$ cat src/rtl/spy_pkg.sv
// Shared definitions for the spy serial debug protocol: reply/command tags,
// host FSM states and default link timing.
package spy_pkg;

  localparam int SPY_BAUD_DIV = 217;    // 25 MHz / 115200 baud
  localparam int SPY_TIMEOUT  = 65536;  // clk cycles to wait for a reply start bit

  localparam logic [3:0] SPY_TAG_D0 = 4'h3;
  localparam logic [3:0] SPY_TAG_D1 = 4'h4;
  localparam logic [3:0] SPY_TAG_D2 = 4'h5;
  localparam logic [3:0] SPY_TAG_D3 = 4'h6;

  localparam logic [2:0] SPY_CMD_RD = 3'b100;
  localparam logic [2:0] SPY_CMD_WR = 3'b101;

  typedef enum logic [2:0] {
    ST_IDLE,
    ST_TX_BYTE,
    ST_RX_WAIT,
    ST_RX_BYTE,
    ST_DONE
  } spy_state_e;

  // Data nibble n travels as {tag_n, nibble}; tags are consecutive from D0.
  function automatic logic [7:0] spy_data_byte(input logic [15:0] data, input logic [1:0] n);
    return {SPY_TAG_D0 + {2'b00, n}, data[{n, 2'b00} +: 4]};
  endfunction

endpackage

$ cat src/rtl/spy_uart.sv
// Byte-level 8N1 UART: a transmitter that can chain frames with no idle gap
// and a receiver with a 2-flop synchronizer and mid-bit sampling.
module spy_uart
  import spy_pkg::*;
#(
  parameter int BAUD_DIV = SPY_BAUD_DIV
) (
  input  logic       clk,
  input  logic       reset,
  input  logic       tx_load,
  input  logic [7:0] tx_byte,
  output logic       tx_ready,
  output logic       txd,
  input  logic       rxd,
  output logic       rx_active,
  output logic [7:0] rx_data,
  output logic       rx_strobe,
  output logic       rx_frame_err
);

  localparam int             CW       = (BAUD_DIV > 1) ? $clog2(BAUD_DIV) : 1;
  localparam logic [CW-1:0]  BIT_LAST = CW'(BAUD_DIV - 1);
  localparam logic [CW-1:0]  BIT_HALF = CW'(BAUD_DIV / 2 - 1);

  // ---------------------------------------------------------------- TX
  logic          tx_busy;
  logic [CW-1:0] tx_cnt;
  logic [3:0]    tx_bit;    // 0 = start, 1..8 = data, 9 = stop
  logic [8:0]    tx_shift;  // remaining data bits with the stop bit behind them

  // Ready during the last cycle of a stop bit so the next start bit follows
  // immediately.
  assign tx_ready = !tx_busy || (tx_bit == 4'd9 && tx_cnt == BIT_LAST);

  // Frame transmitter: each bit is held for exactly BAUD_DIV cycles.
  // NOTE: state registers use non-blocking assignments so every flop samples
  // the pre-edge values of the others.
  always_ff @(posedge clk or posedge reset) begin
    if (reset) begin
      tx_busy  <= 1'b0;
      txd      <= 1'b1;
      tx_cnt   <= '0;
      tx_bit   <= '0;
      tx_shift <= '1;
    end else if (tx_load && tx_ready) begin
      tx_busy  <= 1'b1;
      txd      <= 1'b0;
      tx_cnt   <= '0;
      tx_bit   <= '0;
      tx_shift <= {1'b1, tx_byte};
    end else if (tx_busy) begin
      if (tx_cnt == BIT_LAST) begin
        tx_cnt <= '0;
        if (tx_bit == 4'd9) begin
          tx_busy <= 1'b0;
          txd     <= 1'b1;
        end else begin
          tx_bit   <= tx_bit + 4'd1;
          txd      <= tx_shift[0];
          tx_shift <= {1'b1, tx_shift[8:1]};
        end
      end else begin
        tx_cnt <= tx_cnt + 1'b1;
      end
    end
  end

  // ---------------------------------------------------------------- RX
  logic          rxd_meta, rxd_sync, rxd_prev;
  logic          rx_fall;
  logic [CW-1:0] rx_cnt;
  logic [3:0]    rx_bit;    // 0 = start check, 1..8 = data, 9 = stop
  logic [7:0]    rx_shift;

  assign rx_fall = rxd_prev && !rxd_sync;

  // Synchronizer plus one delay stage for falling-edge detection.
  always_ff @(posedge clk or posedge reset) begin
    if (reset) begin
      rxd_meta <= 1'b1;
      rxd_sync <= 1'b1;
      rxd_prev <= 1'b1;
    end else begin
      rxd_meta <= rxd;
      rxd_sync <= rxd_meta;
      rxd_prev <= rxd_sync;
    end
  end

  // Frame receiver: confirm the start bit at half a bit, then sample mid-bit.
  always_ff @(posedge clk or posedge reset) begin
    if (reset) begin
      rx_active    <= 1'b0;
      rx_cnt       <= '0;
      rx_bit       <= '0;
      rx_shift     <= '0;
      rx_data      <= '0;
      rx_strobe    <= 1'b0;
      rx_frame_err <= 1'b0;
    end else begin
      rx_strobe <= 1'b0;
      if (!rx_active) begin
        if (rx_fall) begin
          rx_active <= 1'b1;
          rx_cnt    <= '0;
          rx_bit    <= '0;
        end
      end else if (rx_bit == 4'd0) begin
        if (rx_cnt == BIT_HALF) begin
          rx_cnt <= '0;
          if (rxd_sync) rx_active <= 1'b0;  // glitch, not a start bit
          else          rx_bit    <= 4'd1;
        end else begin
          rx_cnt <= rx_cnt + 1'b1;
        end
      end else if (rx_cnt == BIT_LAST) begin
        rx_cnt <= '0;
        if (rx_bit == 4'd9) begin
          rx_active    <= 1'b0;
          rx_strobe    <= 1'b1;
          rx_frame_err <= !rxd_sync;
          rx_data      <= rx_shift;
        end else begin
          rx_bit   <= rx_bit + 4'd1;
          rx_shift <= {rxd_sync, rx_shift[7:1]};
        end
      end else begin
        rx_cnt <= rx_cnt + 1'b1;
      end
    end
  end

endmodule

$ cat src/rtl/spy_host.sv
// Host-side spy initiator: turns one register request into command bytes and,
// for reads, reassembles the 16-bit value from four tagged reply bytes.
module spy_host
  import spy_pkg::*;
#(
  parameter int BAUD_DIV = SPY_BAUD_DIV,
  parameter int TIMEOUT  = SPY_TIMEOUT
) (
  input  logic        clk,
  input  logic        reset,
  input  logic        req_valid,
  output logic        req_ready,
  input  logic        req_write,
  input  logic [4:0]  req_addr,
  input  logic [15:0] req_data,
  output logic        rsp_valid,
  output logic        rsp_err,
  output logic [15:0] rsp_data,
  output logic        rs232_txd,
  input  logic        rs232_rxd
);

  localparam int            TW       = $clog2(TIMEOUT + 1);
  localparam logic [TW-1:0] TMO_LAST = TW'(TIMEOUT - 1);
  localparam logic [TW-1:0] TMO_MAX  = TW'(TIMEOUT);

  spy_state_e    state;
  logic          wr_r;
  logic [4:0]    addr_r;
  logic [15:0]   data_r;
  logic [2:0]    tx_idx;
  logic [1:0]    rx_idx;
  logic [11:0]   nib_r;
  logic [TW-1:0] tmo_cnt;

  logic          tx_load, tx_ready;
  logic [7:0]    tx_byte;
  logic          rx_active, rx_strobe, rx_frame_err;
  logic [7:0]    rx_data;
  logic          accept, last_byte, tag_ok;
  logic [2:0]    next_idx;

  assign accept    = (state == ST_IDLE) && req_valid && req_ready;
  assign last_byte = wr_r ? (tx_idx == 3'd4) : 1'b1;
  assign next_idx  = tx_idx + 3'd1;
  assign tag_ok    = (rx_data[7:4] == SPY_TAG_D0 + {2'b00, rx_idx});

  // Byte feed to the UART: first byte straight from the request, the rest
  // on the last stop-bit cycle of the previous byte.
  // NOTE: every output gets a default first so no path leaves it unassigned
  // and no latch is inferred.
  always_comb begin
    tx_load = 1'b0;
    tx_byte = 8'h00;
    if (accept) begin
      tx_load = 1'b1;
      tx_byte = req_write ? spy_data_byte(req_data, 2'd0) : {SPY_CMD_RD, req_addr};
    end else if (state == ST_TX_BYTE && tx_ready && !last_byte) begin
      tx_load = 1'b1;
      tx_byte = (next_idx == 3'd4) ? {SPY_CMD_WR, addr_r}
                                   : spy_data_byte(data_r, next_idx[1:0]);
    end
  end

  // Request sequencer with registered handshake and response outputs.
  always_ff @(posedge clk or posedge reset) begin
    if (reset) begin
      state     <= ST_IDLE;
      req_ready <= 1'b1;
      rsp_valid <= 1'b0;
      rsp_err   <= 1'b0;
      rsp_data  <= '0;
      wr_r      <= 1'b0;
      addr_r    <= '0;
      data_r    <= '0;
      tx_idx    <= '0;
      rx_idx    <= '0;
      nib_r     <= '0;
      tmo_cnt   <= '0;
    end else begin
      rsp_valid <= 1'b0;
      unique case (state)
        ST_IDLE: begin
          if (accept) begin
            wr_r      <= req_write;
            addr_r    <= req_addr;
            data_r    <= req_data;
            tx_idx    <= '0;
            req_ready <= 1'b0;
            state     <= ST_TX_BYTE;
          end
        end
        ST_TX_BYTE: begin
          if (tx_ready) begin
            if (!last_byte) begin
              tx_idx <= next_idx;
            end else if (wr_r) begin
              rsp_valid <= 1'b1;
              rsp_err   <= 1'b0;
              state     <= ST_DONE;
            end else begin
              rx_idx  <= '0;
              tmo_cnt <= '0;
              state   <= ST_RX_WAIT;
            end
          end
        end
        ST_RX_WAIT: begin
          if (rx_active) begin
            state <= ST_RX_BYTE;
          end else if (tmo_cnt == TMO_LAST) begin
            rsp_valid <= 1'b1;
            rsp_err   <= 1'b1;
            rsp_data  <= '0;
            state     <= ST_DONE;
          end else if (tmo_cnt != TMO_MAX) begin
            tmo_cnt <= tmo_cnt + 1'b1;
          end
        end
        ST_RX_BYTE: begin
          if (rx_strobe) begin
            if (rx_frame_err || !tag_ok) begin
              rsp_valid <= 1'b1;
              rsp_err   <= 1'b1;
              rsp_data  <= '0;
              state     <= ST_DONE;
            end else if (rx_idx == 2'd3) begin
              rsp_valid <= 1'b1;
              rsp_err   <= 1'b0;
              rsp_data  <= {rx_data[3:0], nib_r};
              state     <= ST_DONE;
            end else begin
              case (rx_idx)
                2'd0:    nib_r[3:0]  <= rx_data[3:0];
                2'd1:    nib_r[7:4]  <= rx_data[3:0];
                default: nib_r[11:8] <= rx_data[3:0];
              endcase
              rx_idx  <= rx_idx + 2'd1;
              tmo_cnt <= '0;
              state   <= ST_RX_WAIT;
            end
          end else if (!rx_active) begin
            // Start bit rejected as a glitch; keep waiting on the same timer.
            state <= ST_RX_WAIT;
          end
        end
        ST_DONE: begin
          req_ready <= 1'b1;
          state     <= ST_IDLE;
        end
        default: state <= ST_IDLE;
      endcase
    end
  end

  spy_uart #(.BAUD_DIV(BAUD_DIV)) u_uart (
    .clk          (clk),
    .reset        (reset),
    .tx_load      (tx_load),
    .tx_byte      (tx_byte),
    .tx_ready     (tx_ready),
    .txd          (rs232_txd),
    .rxd          (rs232_rxd),
    .rx_active    (rx_active),
    .rx_data      (rx_data),
    .rx_strobe    (rx_strobe),
    .rx_frame_err (rx_frame_err)
  );

endmodule

$ cat config.mk
export PLATFORM = sky130hd
export DESIGN_NAME = spy_host
export DESIGN_NICKNAME = d
export VERILOG_FILES = /design/src/rtl/spy_pkg.sv /design/src/rtl/spy_uart.sv /design/src/rtl/spy_host.sv
export SDC_FILE = /design/constraint.sdc
export NUM_CORES = 1
export LEC_CHECK = 0
export BUFFER_PORTS_ARGS = -buffer_cell sky130_fd_sc_hd__buf_2
export CAP_MARGIN = 20
export CORE_ASPECT_RATIO = 0.8
export CORE_MARGIN = 1
export CORE_UTILIZATION = 29
export DETAILED_ROUTE_END_ITERATION = 8
export SLEW_MARGIN = 20
export SYNTH_ARGS = -nofsm -noshare
export SYNTH_HDL_FRONTEND = slang
export SYNTH_HIERARCHICAL = 1
export SYNTH_SLANG_ARGS = --single-unit
$ cat constraint.sdc
create_clock -name clk -period 2.9 [get_ports clk]
set_input_delay 0.435 -clock clk [delete_from_list [all_inputs] [get_ports clk]]
set_output_delay 0.435 -clock clk [all_outputs]
set_load 0.03 [all_outputs]
Word-level counts from Yosys, hierarchy flattened
Cells that the tools add are included.

Input port bits: 26. Flip-flop bits (word level): 135.

Add/sub/neg operators: 9. Reductions and logical operators: 41. Shift operators: 1. Bitwise gates (word level): 5. Mux-type cells: 107. Equal/unequal tests: 37.

Operator list (number): 2-to-1 mux 17 bit (9); 2-to-1 mux 8 bit (12); 2-to-1 mux 16 bit (5); one-hot mux 17 bit (3 select lines) (1); 2-to-1 mux 4 bit (11); 2-to-1 mux 1 bit (39); 2-to-1 mux 3 bit (13); 2-to-1 mux 9 bit (4); one-hot mux 16 bit (2 select lines) (1); AND reduction 5 bit (6); inequality test 2 bit (second input constant) (13); inequality test 3 bit (second input constant) (6); adder 17 x 1 -> 17 bit (second input constant) (1); equality test 17 x 16 -> 1 bit (second input constant) (1); inequality test 17 bit (second input constant) (1); adder 8 x 1 -> 8 bit (second input constant) (2); equality test 8 bit (second input constant) (2); indexed part select 16 x 5 -> 4 bit (1); nonzero test 2 bit (7); 2-to-1 mux 2 bit (6); one-hot mux 3 bit (4 select lines) (1); AND reduction 4 bit (3); AND reduction 10 bit (1); equality test 3 bit (second input constant) (3); 30 further kinds (51).

Depth between registers and ports, before layout
Word-level depth: 10. Mapped depth: 14.

By module
The synthesis kept the hierarchy.

By module, submodules not included: spy_host (sequential area each 1953.1 um^2, cells each 412, area each 4008.8 um^2, times used 1); spy_uart (sequential area each 1416.4 um^2, cells each 250, area each 2722.6 um^2, times used 1).

Least setup slack after synthesis
Ideal clock, no wire load.

Path type: reg-to-reg. From: register tmo_cnt[7]. To: register tmo_cnt[10]. Data required time: 2.805 ns. Arrival time: 2.835 ns. Stages on the path, launching flop included: 15. Setup slack: -0.030 ns. Library setup time: 0.095 ns. Path buffers: 4. Path through: dfrtp_1 -> and3_1 -> clkbuf_1 -> and4_1 -> clkbuf_1 -> nand3_1 -> nor2_1 -> ha_1 -> nor3b_1 -> o21ai_0 -> a311o_1 -> or3_1 -> buf_2 -> buf_6 -> o31ai_1.

Longest elaborated chain between the ends: 5. Elaborated cells between the ends (all ways): 10.

Ends and longest elaborated chain: start: declaration (line spy_host.sv:34) `logic [TW-1:0] tmo_cnt;`; start signal: assignment (line spy_host.sv:117) `tmo_cnt <= tmo_cnt + 1'b1;`; adder 17 x 1 -> 17 bit (line spy_host.sv:117); 2-to-1 mux 17 bit (line spy_host.sv:116) `end else if (tmo_cnt != TMO_MAX) begin`; 2-to-1 mux 17 bit (line spy_host.sv:111) `end else if (tmo_cnt == TMO_LAST) begin`; 2-to-1 mux 17 bit (line spy_host.sv:109) `if (rx_active) begin`; one-hot mux 17 bit (3 select lines) (line spy_host.sv:82) `unique case (state)`.

Parallel ways exist; a longest one is shown, timed or not. The select of a mux whose other input is x is not followed. A chain may end at the register's enable or synchronous reset.

Worst setup path in the final report
From: register tmo_cnt[9]. To: register tmo_cnt[12].

Same word-level chain as after synthesis.

==> results.sh <==
export IMPL_synth_top_family_by_area="simple AND/OR/NAND/NOR gates"
export IMPL_core_area_sq_mm=0.02262
export IMPL_synth_cell_types=67
export IMPL_finClkSkew_ps=13.36
export IMPL_vias=5000
export IMPL_clk_path_buf_depth=2
export IMPL_vias_per_cell=4.822
export IMPL_route_detailed_drc=0
export IMPL_nets=764
export IMPL_r2r_setup_slack_ps=200
export IMPL_p_total_w=0.005574
export IMPL_arrival_ps=3020
export IMPL_wl_mm=14.46
export IMPL_async_flop_share_pct=100.0
export IMPL_cp_max_fo=16
export IMPL_synth_fp_nets=708
export IMPL_regToRegEndpoint="tmo_cnt[12]"
export IMPL_antenna_found_initial=0
export IMPL_use_met3_pct=4.237
export IMPL_synth_xor_area_share_pct=1.691
export IMPL_overflow=0
export IMPL_ir_drop_v=0.0003485
export IMPL_leakage_nw=3.812
export IMPL_setup_tns_ps=0
export IMPL_die_w_um=172.3
export IMPL_final_cell_mix="dfrtp_1, nand2_1, nor2_1, buf_2, o21ai_0"
export IMPL_hpwl_mm=9.707
export IMPL_insertedDiodeCount=0
export IMPL_initial_core_util_pct=29.75
export IMPL_tightest_slew_ps=788.7
export IMPL_clk_latency_ps=430
export IMPL_grt_pass1_wl_mm=24.82
export IMPL_grt_max_degree=41
export IMPL_cts_tree="built"
export IMPL_drt_first_iter_violations=390
export IMPL_rr_startpoint="tmo_cnt[9]"
export IMPL_areaGrowthSynthToFinish_pct=19.16
export IMPL_powerDensity_mw_per_mm2=694.9
export IMPL_wl_per_cell_um=13.94
export IMPL_grt_pass1_vias=4878
export IMPL_synth_seq_cells=134
export IMPL_routabilityCongestion=0.7833
export IMPL_yosys_area_share_simple_pct=19.07
export IMPL_synth_compound_area_share_pct=13.16
export IMPL_final_setup_viol_count=0
export IMPL_r2r_cells=11
export IMPL_cts_buffers=17
export IMPL_detail_route_antenna_nets=0
export IMPL_grt_use_total_pct=13.08
export IMPL_grtUsageMet2_pct=17.87
export IMPL_syn_avg_cell_area_sq_um=10.17
export IMPL_cts_root_buf="clkbuf_16"
export IMPL_dp_cells=1005
export IMPL_worstSetupStartpointType="register"
export IMPL_die_h_um=138.3
export IMPL_status="finished clean"
export IMPL_layout_commonest_cell="dfrtp_1"
export IMPL_place_port_buffers=45
export IMPL_synthAdderAreaFrac_pct=3.717
export IMPL_drv_cap=0
export IMPL_yosysSeqAreaShare_pct=50.06
export IMPL_fmax_mhz=370.3
export IMPL_use_met1_pct=19.75
export IMPL_drt_pass1_iterations=4
export IMPL_die_area_sq_mm=0.02383
export IMPL_cp_required_ps=3220
export IMPL_drive_gt1_share_pct=24.76
export IMPL_utilization_pct=35.46
export IMPL_h_tree_depth=4
export IMPL_top_usage_layer="met1"
export IMPL_cts_num_sinks=134
export IMPL_yosys_warnings=6
export IMPL_period_minus_slack_ps=2700
export IMPL_fin_cells=1037
export IMPL_synth_edff_count=0
export IMPL_endpoint_kind="register"
export IMPL_hold_class="input port to asynchronous set/reset pin"
export IMPL_netlist_instances=662
export IMPL_slew_headroom_pct=47.42
export IMPL_clkTransAtPathRegs_ps=70
export IMPL_drv_slew=0
export IMPL_synth_area_mux_share_pct=8.569
export IMPL_path_class="register to register"
export IMPL_rows=49
export IMPL_boundaryPins=46
export IMPL_ys_flop_type="dfrtp_1"
export IMPL_synth_area_sq_mm=0.006731
export IMPL_hold_viol=0
export IMPL_period_share_pct=93.12
export IMPL_grt_setup_unrepaired="no"
where the power goes:
group          total [W]  switching (W)  internal [W]  leakage [nW]
clock            0.00219       0.000906       0.00128         0.283
sequential       0.00231       0.000215       0.00210          1.75
combinational    0.00107       0.000616      0.000456          1.78
sequential cells by signal, summed over array words and instances (netlist names), 2 cells and up:
register	cells
u_uart/tx_shift	8
u_uart/rx_data	8
u_uart/rx_shift	8
data_r	16
tx_idx	3
nib_r	12
rsp_data	16
u_uart/tx_bit	4
u_uart/rx_cnt	8
u_uart/tx_cnt	8
addr_r	5
rx_idx	2
tmo_cnt	17
state	3
u_uart/rx_bit	4
metrics by stage:
stage / hold slack, ps / area (sq um) / setup WS (ps)
6_report: 95.84 / 8021 / 199.6
3_5_place_dp: 347.2 / 7396 / 133.3
4_1_cts: 94.92 / 7986 / 114.8
2_1_floorplan: 345.2 / 6740 / 12.82
5_1_grt: 100.3 / 8021 / 2.854
3_3_place_gp: 345.7 / 7396 / 153.9
repair_timing:
item,CTS,global route
hold buffers,0,0
resized for setup,0,7
setup buffers,0,0
setup endpoints to repair,0,21
critical path, cell delays in order, from the launching register on:
cell,delay (ps)
dfrtp_1,400
and3_1,160
and4_1,210
nand3_1,110
nor2_1,80
ha_1,210
nor3b_1,190
o21ai_0,100
a311o_1,350
or3_1,320
buf_6,170
o41ai_2,290
cells by family after synthesis:
family,Yosys count
buf+inv,59
xor+xnor,13
flops,134
compound gates,127
simple gates,263
fa+ha+maj,20
mux,46
worst max path at each step:
stage	from	to	slack [ps]	depth (start not counted)
detailed placement	tmo_cnt[0]	rsp_data[0]	130	9
global route	tmo_cnt[1]	rsp_data[5]	3	9
CTS	tmo_cnt[0]	rsp_data[6]	110	9
global placement	tmo_cnt[0]	rsp_data[9]	150	9
floorplan	tmo_cnt[7]	tmo_cnt[10]	10	14
finish	tmo_cnt[9]	tmo_cnt[12]	200	11
synthesized netlist by cell type, types with 16 or more instances:
cell type  instances  share of area [%]
dfrtp_1          121                 45
inv_1             27                1.5
a21bo_2           16                2.4
o21ai_0           37                2.8
clkbuf_1          21                1.2
ha_1              20                3.7
o22ai_1           16                1.5
nor2_1            45                2.5
mux2_2            21                3.5
nand2_1          110                6.1
nand4_1           23                2.1
nand3_1           23                1.7
area by class of cell:
| class | count | area (sq um) |
|---|---|---|
| repair buffers | 69 | 434.2 |
| inverters | 27 | 102.6 |
| clock inverters | 15 | 165.2 |
| flip-flops and latches | 134 | 3369 |
| fillers | 2248 | 14600 |
| well taps | 306 | 382.9 |
| multi-input cells | 469 | 3142 |
| clock buffers | 17 | 425.4 |
metal layers:
metal  share of wire [%]  up-vias
li1                    -     2465
met1                  53     2434
met2                  42       90
met3                 3.9       11
met4                0.82        0
met5                   0        -
(Power assumes the default switching activity.)
